[src/rtl/ifetch_buf_pkg.sv]
// Shared core constants and types for the instruction fetch buffer.
// Latency: none (declarations only).
// Backpressure: not applicable.
package ifetch_buf_pkg;

    // Native core word width and the canonical NOP (addi x0, x0, 0).
    localparam int          CORE_XLEN = 32;
    localparam logic [31:0] NOP_INST  = 32'h0000_0013;

    // Request-side state: IDLE has nothing pending, REQ holds one request on the bus.
    typedef enum logic {
        IDLE = 1'b0,
        REQ  = 1'b1
    } fetch_state_t;

endpackage

[src/rtl/ifetch_buf_fifo.sv]
// Synchronous FIFO with push/pop/clear and full/empty/count status; head read straight from storage.
// Latency: a push is visible at the head one cycle later.
// Backpressure: push when full is ignored unless a pop frees the slot in the same cycle; pop when empty is ignored.
module ifetch_fifo #(
    parameter int WIDTH = 64,
    parameter int DEPTH = 4
) (
    input  logic                     clk,
    input  logic                     rst_n,
    input  logic                     push,
    input  logic [WIDTH-1:0]         push_dat,
    input  logic                     pop,
    input  logic                     clear,
    output logic [WIDTH-1:0]         head_dat,
    output logic                     full,
    output logic                     empty,
    output logic [$clog2(DEPTH):0]   count
);

    localparam int AW = $clog2(DEPTH);

    logic [WIDTH-1:0] mem [DEPTH];
    logic [AW:0]      wr_ptr;
    logic [AW:0]      rd_ptr;
    logic             do_push;
    logic             do_pop;

    // The extra pointer bit separates full from empty when the index bits match.
    assign empty    = (wr_ptr == rd_ptr);
    assign full     = (wr_ptr[AW] != rd_ptr[AW]) && (wr_ptr[AW-1:0] == rd_ptr[AW-1:0]);
    assign count    = wr_ptr - rd_ptr;
    assign head_dat = mem[rd_ptr[AW-1:0]];
    assign do_pop   = pop & ~empty;
    assign do_push  = push & (~full | do_pop);

    // Pointer update; clear wins over any push or pop in the same cycle.
    always_ff @(posedge clk or negedge rst_n) begin
        if (!rst_n) begin
            wr_ptr <= '0;
            rd_ptr <= '0;
        end else if (clear) begin
            wr_ptr <= '0;
            rd_ptr <= '0;
        end else begin
            if (do_push) wr_ptr <= wr_ptr + 1'b1;
            if (do_pop)  rd_ptr <= rd_ptr + 1'b1;
        end
    end

    // Storage write; contents are only observed behind a non-empty status so no reset is needed.
    always_ff @(posedge clk) begin
        if (do_push && !clear) mem[wr_ptr[AW-1:0]] <= push_dat;
    end

endmodule

[src/rtl/ifetch_buf.sv]
// Fetch unit: issues in-order word reads for accepted PCs and buffers {inst, pc} for decode.
// Latency: pc accept -> imem_req 1 cycle; imem_rvalid -> inst_valid 1 cycle.
// Backpressure: pc_ready is a credit check so responses always find a free slot; imem_rvalid is never stalled.
module ifetch_buf
    import ifetch_buf_pkg::*;
#(
    parameter int DEPTH = 4,
    parameter int XLEN  = CORE_XLEN
) (
    input  logic            clk,
    input  logic            rst_n,
    input  logic [XLEN-1:0] pc,
    input  logic            pc_valid,
    output logic            pc_ready,
    input  logic            flush,
    output logic            fetch_stall,
    output logic            imem_req,
    output logic [XLEN-1:0] imem_addr,
    input  logic            imem_gnt,
    input  logic            imem_rvalid,
    input  logic [XLEN-1:0] imem_rdata,
    output logic            inst_valid,
    output logic [XLEN-1:0] inst,
    output logic [XLEN-1:0] inst_pc,
    input  logic            inst_ready
);

    localparam int AW = $clog2(DEPTH);
    localparam int CW = AW + 3;

    fetch_state_t    state;
    logic [XLEN-1:0] req_addr;
    logic [XLEN-1:0] req_tag;
    logic [AW:0]     outstanding;
    logic [AW:0]     drop_cnt;

    logic            grant;
    logic            accept;
    logic            req_held;
    logic [CW-1:0]   inflight;
    logic [CW-1:0]   out_sum;
    logic [CW-1:0]   drop_load;
    logic            resp_drop;
    logic            resp_keep;

    logic [2*XLEN-1:0] inst_head;
    logic              inst_empty;
    logic              inst_full;
    logic [AW:0]       inst_count;
    logic [XLEN-1:0]   tag_head;
    logic              tag_full;
    logic              tag_empty;
    logic [AW:0]       tag_count;
    logic              unused_status;

    assign req_held = (state == REQ);
    assign grant    = req_held & imem_gnt;

    // Every fetch that can still land in the FIFO holds a credit: granted, buffered, or on the bus.
    assign inflight = CW'(outstanding) + CW'(inst_count) + CW'(req_held);
    assign pc_ready = (~req_held | imem_gnt) & ~flush & (inflight < CW'(DEPTH));
    assign accept   = pc_valid & pc_ready;
    assign fetch_stall = pc_valid & ~pc_ready;

    assign imem_req  = req_held;
    assign imem_addr = req_addr;

    assign resp_drop = imem_rvalid & (drop_cnt != '0);
    assign resp_keep = imem_rvalid & (drop_cnt == '0) & ~flush;

    assign out_sum   = CW'(outstanding) + CW'(grant) - CW'(imem_rvalid & (outstanding != '0));
    // The held request cannot be withdrawn, so it joins the responses to be discarded.
    assign drop_load = CW'(outstanding) - CW'(imem_rvalid) + CW'(req_held);

    // Request FSM: capture address and tag on accept, hold them until granted.
    always_ff @(posedge clk or negedge rst_n) begin
        if (!rst_n) begin
            state    <= IDLE;
            req_addr <= '0;
            req_tag  <= '0;
        end else if (accept) begin
            state    <= REQ;
            req_addr <= {pc[XLEN-1:2], 2'b00};
            req_tag  <= pc;
        end else if (grant) begin
            state    <= IDLE;
        end
    end

    // Granted-but-unreturned request count, saturating at DEPTH.
    always_ff @(posedge clk or negedge rst_n) begin
        if (!rst_n) begin
            outstanding <= '0;
        end else if (out_sum > CW'(DEPTH)) begin
            outstanding <= (AW+1)'(DEPTH);
        end else begin
            outstanding <= out_sum[AW:0];
        end
    end

    // Responses still owed to killed fetches; reloaded on flush, consumed one per returned word.
    always_ff @(posedge clk or negedge rst_n) begin
        if (!rst_n) begin
            drop_cnt <= '0;
        end else if (flush) begin
            drop_cnt <= drop_load[AW:0];
        end else if (resp_drop) begin
            drop_cnt <= drop_cnt - (AW+1)'(1);
        end
    end

    // PC tags of granted requests, popped by every response in order (kept or dropped).
    ifetch_fifo #(
        .WIDTH (XLEN),
        .DEPTH (DEPTH)
    ) u_tag_q (
        .clk      (clk),
        .rst_n    (rst_n),
        .push     (grant),
        .push_dat (req_tag),
        .pop      (imem_rvalid),
        .clear    (1'b0),
        .head_dat (tag_head),
        .full     (tag_full),
        .empty    (tag_empty),
        .count    (tag_count)
    );

    // Instruction buffer presented to decode.
    ifetch_fifo #(
        .WIDTH (2*XLEN),
        .DEPTH (DEPTH)
    ) u_inst_q (
        .clk      (clk),
        .rst_n    (rst_n),
        .push     (resp_keep),
        .push_dat ({imem_rdata, tag_head}),
        .pop      (inst_valid & inst_ready),
        .clear    (flush),
        .head_dat (inst_head),
        .full     (inst_full),
        .empty    (inst_empty),
        .count    (inst_count)
    );

    assign inst_valid = ~inst_empty;
    assign inst       = inst_valid ? inst_head[2*XLEN-1:XLEN] : XLEN'(NOP_INST);
    assign inst_pc    = inst_valid ? inst_head[XLEN-1:0]      : '0;

    assign unused_status = &{1'b0, tag_full, tag_empty, tag_count, inst_full};

endmodule

[config.mk]
export PLATFORM = sky130hd
export DESIGN_NAME = ifetch_buf
export DESIGN_NICKNAME = d
export VERILOG_FILES = /design/src/rtl/ifetch_buf_pkg.sv /design/src/rtl/ifetch_buf_fifo.sv /design/src/rtl/ifetch_buf.sv
export SDC_FILE = /design/constraint.sdc
export NUM_CORES = 1
export LEC_CHECK = 0
export ABC_AREA = 1
export CAP_MARGIN = 5
export CORE_ASPECT_RATIO = 0.9
export CORE_UTILIZATION = 40
export CTS_BUF_LIST = sky130_fd_sc_hd__clkbuf_4
export CTS_CLUSTER_SIZE = 12
export DETAILED_ROUTE_END_ITERATION = 16
export MAX_ROUTING_LAYER = met4
export PLACE_DENSITY = 0.55
export SLEW_MARGIN = 15
export SYNTH_ARGS = -nofsm -noshare
export SYNTH_HDL_FRONTEND = slang
export SYNTH_SLANG_ARGS = --single-unit
[constraint.sdc]
create_clock -name clk -period 10.7 [get_ports clk]
set_clock_uncertainty 0.05 [all_clocks]
set_input_delay 2.675 -clock clk [delete_from_list [all_inputs] [get_ports clk]]
set_output_delay 2.675 -clock clk [all_outputs]
set_load 0.05 [all_outputs]
==> results.toml <==
[critical_path]
endpoint_kind = "output port"
worstReg2RegEnd = "u_inst_q.mem[0][21]"
crit_type = "in -> out"
worstSetupStartpointType = "input pin"
timing.critical_path.from = "flush"
worstPathRequired_ns = 7.98
setup.worst_path.end = "fetch_stall"
reg2reg_from = "u_inst_q.rd_ptr[0]"
cp_data_arrival_time_ns = 4.52
reg2regPathDepth = 7
critPathMaxFanout = 7
r2r_setup_slack_ns = 7.08

[cts]
cts_inserted_buffers = 112
cts_tree = "built"
postCtsResizedCells = 0
cts_setup_buffers = 0
clock_insertion_delay_worst_skew_ns = 0.79
clk_path_buf_depth = 3
clk_transition_reported_paths_ns = 0.07
cts_hold_repair.buffers = 0
cts_sinks = 435
htree_levels = 3
clk_root_buffer_cell = "sky130_fd_sc_hd__clkbuf_4"

[global_routing]
first_global_vias = 11200
grt.overflow.total = 0
grt_antenna_before_repair = 1
track_usage = 0.181
grt_pass1_wl_um = 61000
grt_start_max_net_pins = 90

[power_and_ir_drop]
p_per_area_nw_per_um2 = 267
max_vdd_drop_uv = 162
power.static_leakage_nw = 7.72

[floorplan]
fp.dieW_um = 224
dieArea_um2 = 45100
die_h_um = 202
i_o_pins = 171
floorplan.initialDensity = 0.408
core-area_um2 = 43300
row_count = 72

[routing]
route.vias.total = 11100
dr_drc_count = 0
antenna_violating_nets_post_route = 0
firstDrtPassIters = 4
drt-initial-drc-count = 665
vias_per_cell = 4.81
avgRoutedWirePerCell_um = 16.9
route.final.wire_length_um = 38900

[min_path]
tightest_hold_check_type = "reg -> reg"
timing.hold.worst.start = "req_tag[0]"

[final_layout]
nNetsFinal = 1726
fill_cells = 3927
syn_to_final_growth_pct = 19.4
final_design_area_no_fill_um2 = 21100
drive_above_1_share = 0.145
finish.utilization = 0.487

[synthesis]
synth-seq-area-share = 0.724
synth.lib_cells_used.distinct = 31
synth_cells = 1435
synth_flop_cell = "sky130_fd_sc_hd__edfxtp_1"
postSynthRegisterBits = 435
synth_enable_flop_cells = 384
yosys.cell_count.top_type = "sky130_fd_sc_hd__edfxtp_1"
synth.avg_cell_area_um2 = 12.3
ys_top_cells_by_count = "sky130_fd_sc_hd__edfxtp_1 (384), sky130_fd_sc_hd__nor2_1 (327), sky130_fd_sc_hd__o21ai_0 (202), sky130_fd_sc_hd__nand2_1 (95), sky130_fd_sc_hd__inv_1 (74)"
synth_largest_type_area_fraction = 0.652
synthTopCellsByArea = "sky130_fd_sc_hd__edfxtp_1 (65%), sky130_fd_sc_hd__dfrtp_1 (7.2%), sky130_fd_sc_hd__nor2_1 (6.9%)"
share_of_synthesized_flip_flops_with_an_asynchronous_set_or_reset = 0.117
post_synth_instance_area_um2 = 17700
count_of_warnings_emitted_by_yosys = 0
synth.largest_area_cell = "sky130_fd_sc_hd__edfxtp_1"

[run]
maxCapViolations = 0

[placed_design]
detailedPlacementHpwl_um = 20600
port_buffers = 168
gp_routability_congestion = 0.773
placed_cell_area_um2 = 19600

[timing]
final_max_slew_viol_count = 0
finalCriticalPeriod_ns = 7.24
layout_worst_path_cycle_share = 0.677
fin_worst_hold_slack_ns = 0.476
setup_violations = 0
timing.setup.tns_ns = 0
worst_pin_slew_ns = 1.04
rsz0062_at_grt = "no"
fmax_mhz = 138
finalHoldViolations = 0
slew-limit-headroom = 0.304

[run_status]
run_status = "finished, final reports clean"
worst max-delay path, cell delays in order:
cell and delay (ns):
sky130_fd_sc_hd__clkdlybuf4s50_1 0.60, sky130_fd_sc_hd__nor2_1 0.08, sky130_fd_sc_hd__nand2_1 0.08, sky130_fd_sc_hd__nor2_2 0.04, sky130_fd_sc_hd__and2_1 0.15, sky130_fd_sc_hd__nor2_1 0.09
sky130_fd_sc_hd__clkdlybuf4s50_1 0.81
metal layers:
metal	wire length (µm)	global-route usage	vias to the layer above
met4	740	0.0638	0
li1	-	-	5447
met3	1760	0.0412	68
met1	18100	0.228	5311
met5	0	-	-
met2	18300	0.289	261
cell families after synthesis:
logic type / count (synthesis) / synth area share
xor+xnor: 6 / 0.00297
flops: 435 / 0.724
other cells: 1 / 0.000212
simple gates: 451 / 0.0990
fa+ha+maj: 27 / 0.0204
buf+inv: 185 / 0.0531
compound gates: 330 / 0.100
metrics by stage:
stage | total power [mW] | worst slack, ns | cells
floorplan | 3.67 | 4.10 | 1436
global placement | 4.23 | 3.45 | 2106
detailed placement | 4.26 | 3.46 | 2106
CTS | 5.72 | 3.45 | 2306
global route | 5.97 | 3.36 | 2307
finish | 5.63 | 3.46 | 2307
worst min path at each step:
| stage | endpoint | slack (ns) | cells past startpoint |
|---|---|---|---|
| after floorplan | u_tag_q.mem[0][0] | 0.43 | 0 |
| after global placement | u_tag_q.mem[1][0] | 0.45 | 0 |
| after detailed placement | u_tag_q.mem[1][0] | 0.47 | 0 |
| after CTS | u_tag_q.mem[2][16] | 0.47 | 0 |
| after global routing | u_tag_q.mem[1][0] | 0.51 | 0 |
| final | u_tag_q.mem[3][0] | 0.48 | 0 |
final cells by class:
class / count / area (µm²) / area share
Multi-Input combinational cell: 816 / 3990 / 0.189
Inverter: 77 / 290 / 0.0137
Tap cell: 592 / 741 / 0.0351
Clock buffer: 182 / 1370 / 0.0647
Sequential cell: 435 / 12800 / 0.607
Antenna cell: 1 / 2.50 / 0.000118
Clock inverter: 18 / 103 / 0.00486
Timing Repair Buffer: 186 / 1810 / 0.0858
cells in the final DEF, fill, tap and decap left out, drive strengths merged:
| cell | n |
|---|---|
| dfrtp | 51 |
| clkdlybuf4s50 | 167 |
| buf | 19 |
| clkbuf | 182 |
| ha | 24 |
| xor2 | 4 |
| edfxtp | 384 |
| o22ai | 32 |
| and2 | 1 |
| bufinv | 1 |
| o211ai | 1 |
| nand2 | 96 |
| clkinvlp | 1 |
| nand3 | 23 |
| clkinv | 15 |
| conb | 2 |
| a31oi | 1 |
| fa | 3 |
| nor3 | 1 |
| inv | 78 |
| xnor2 | 2 |
| diode | 1 |
| o21ai | 228 |
| nor2 | 328 |
| nand3b | 1 |
| a21oi | 68 |
| nand4 | 1 |
where the power goes:
group	internal, mW	total (mW)	leakage, nW	switching [mW]
logic	0.539	1.90	2.71	1.36
registers	2.16	2.30	4.12	0.143
clock network	0.785	1.43	0.885	0.641
total	3.48	5.63	7.72	2.15
sequential cells by signal, indices dropped and copies added, names as in the netlist:
| signal | flops |
|---|---|
| drop_cnt | 3 |
| imem_req | 1 |
| outstanding | 3 |
| req_tag | 32 |
| u_inst_q.mem | 256 |
| u_inst_q.rd_ptr | 3 |
| u_inst_q.wr_ptr | 3 |
| u_tag_q.mem | 128 |
| u_tag_q.rd_ptr | 3 |
| u_tag_q.wr_ptr | 3 |
Note: power is estimated with default switching activity, not from simulation.
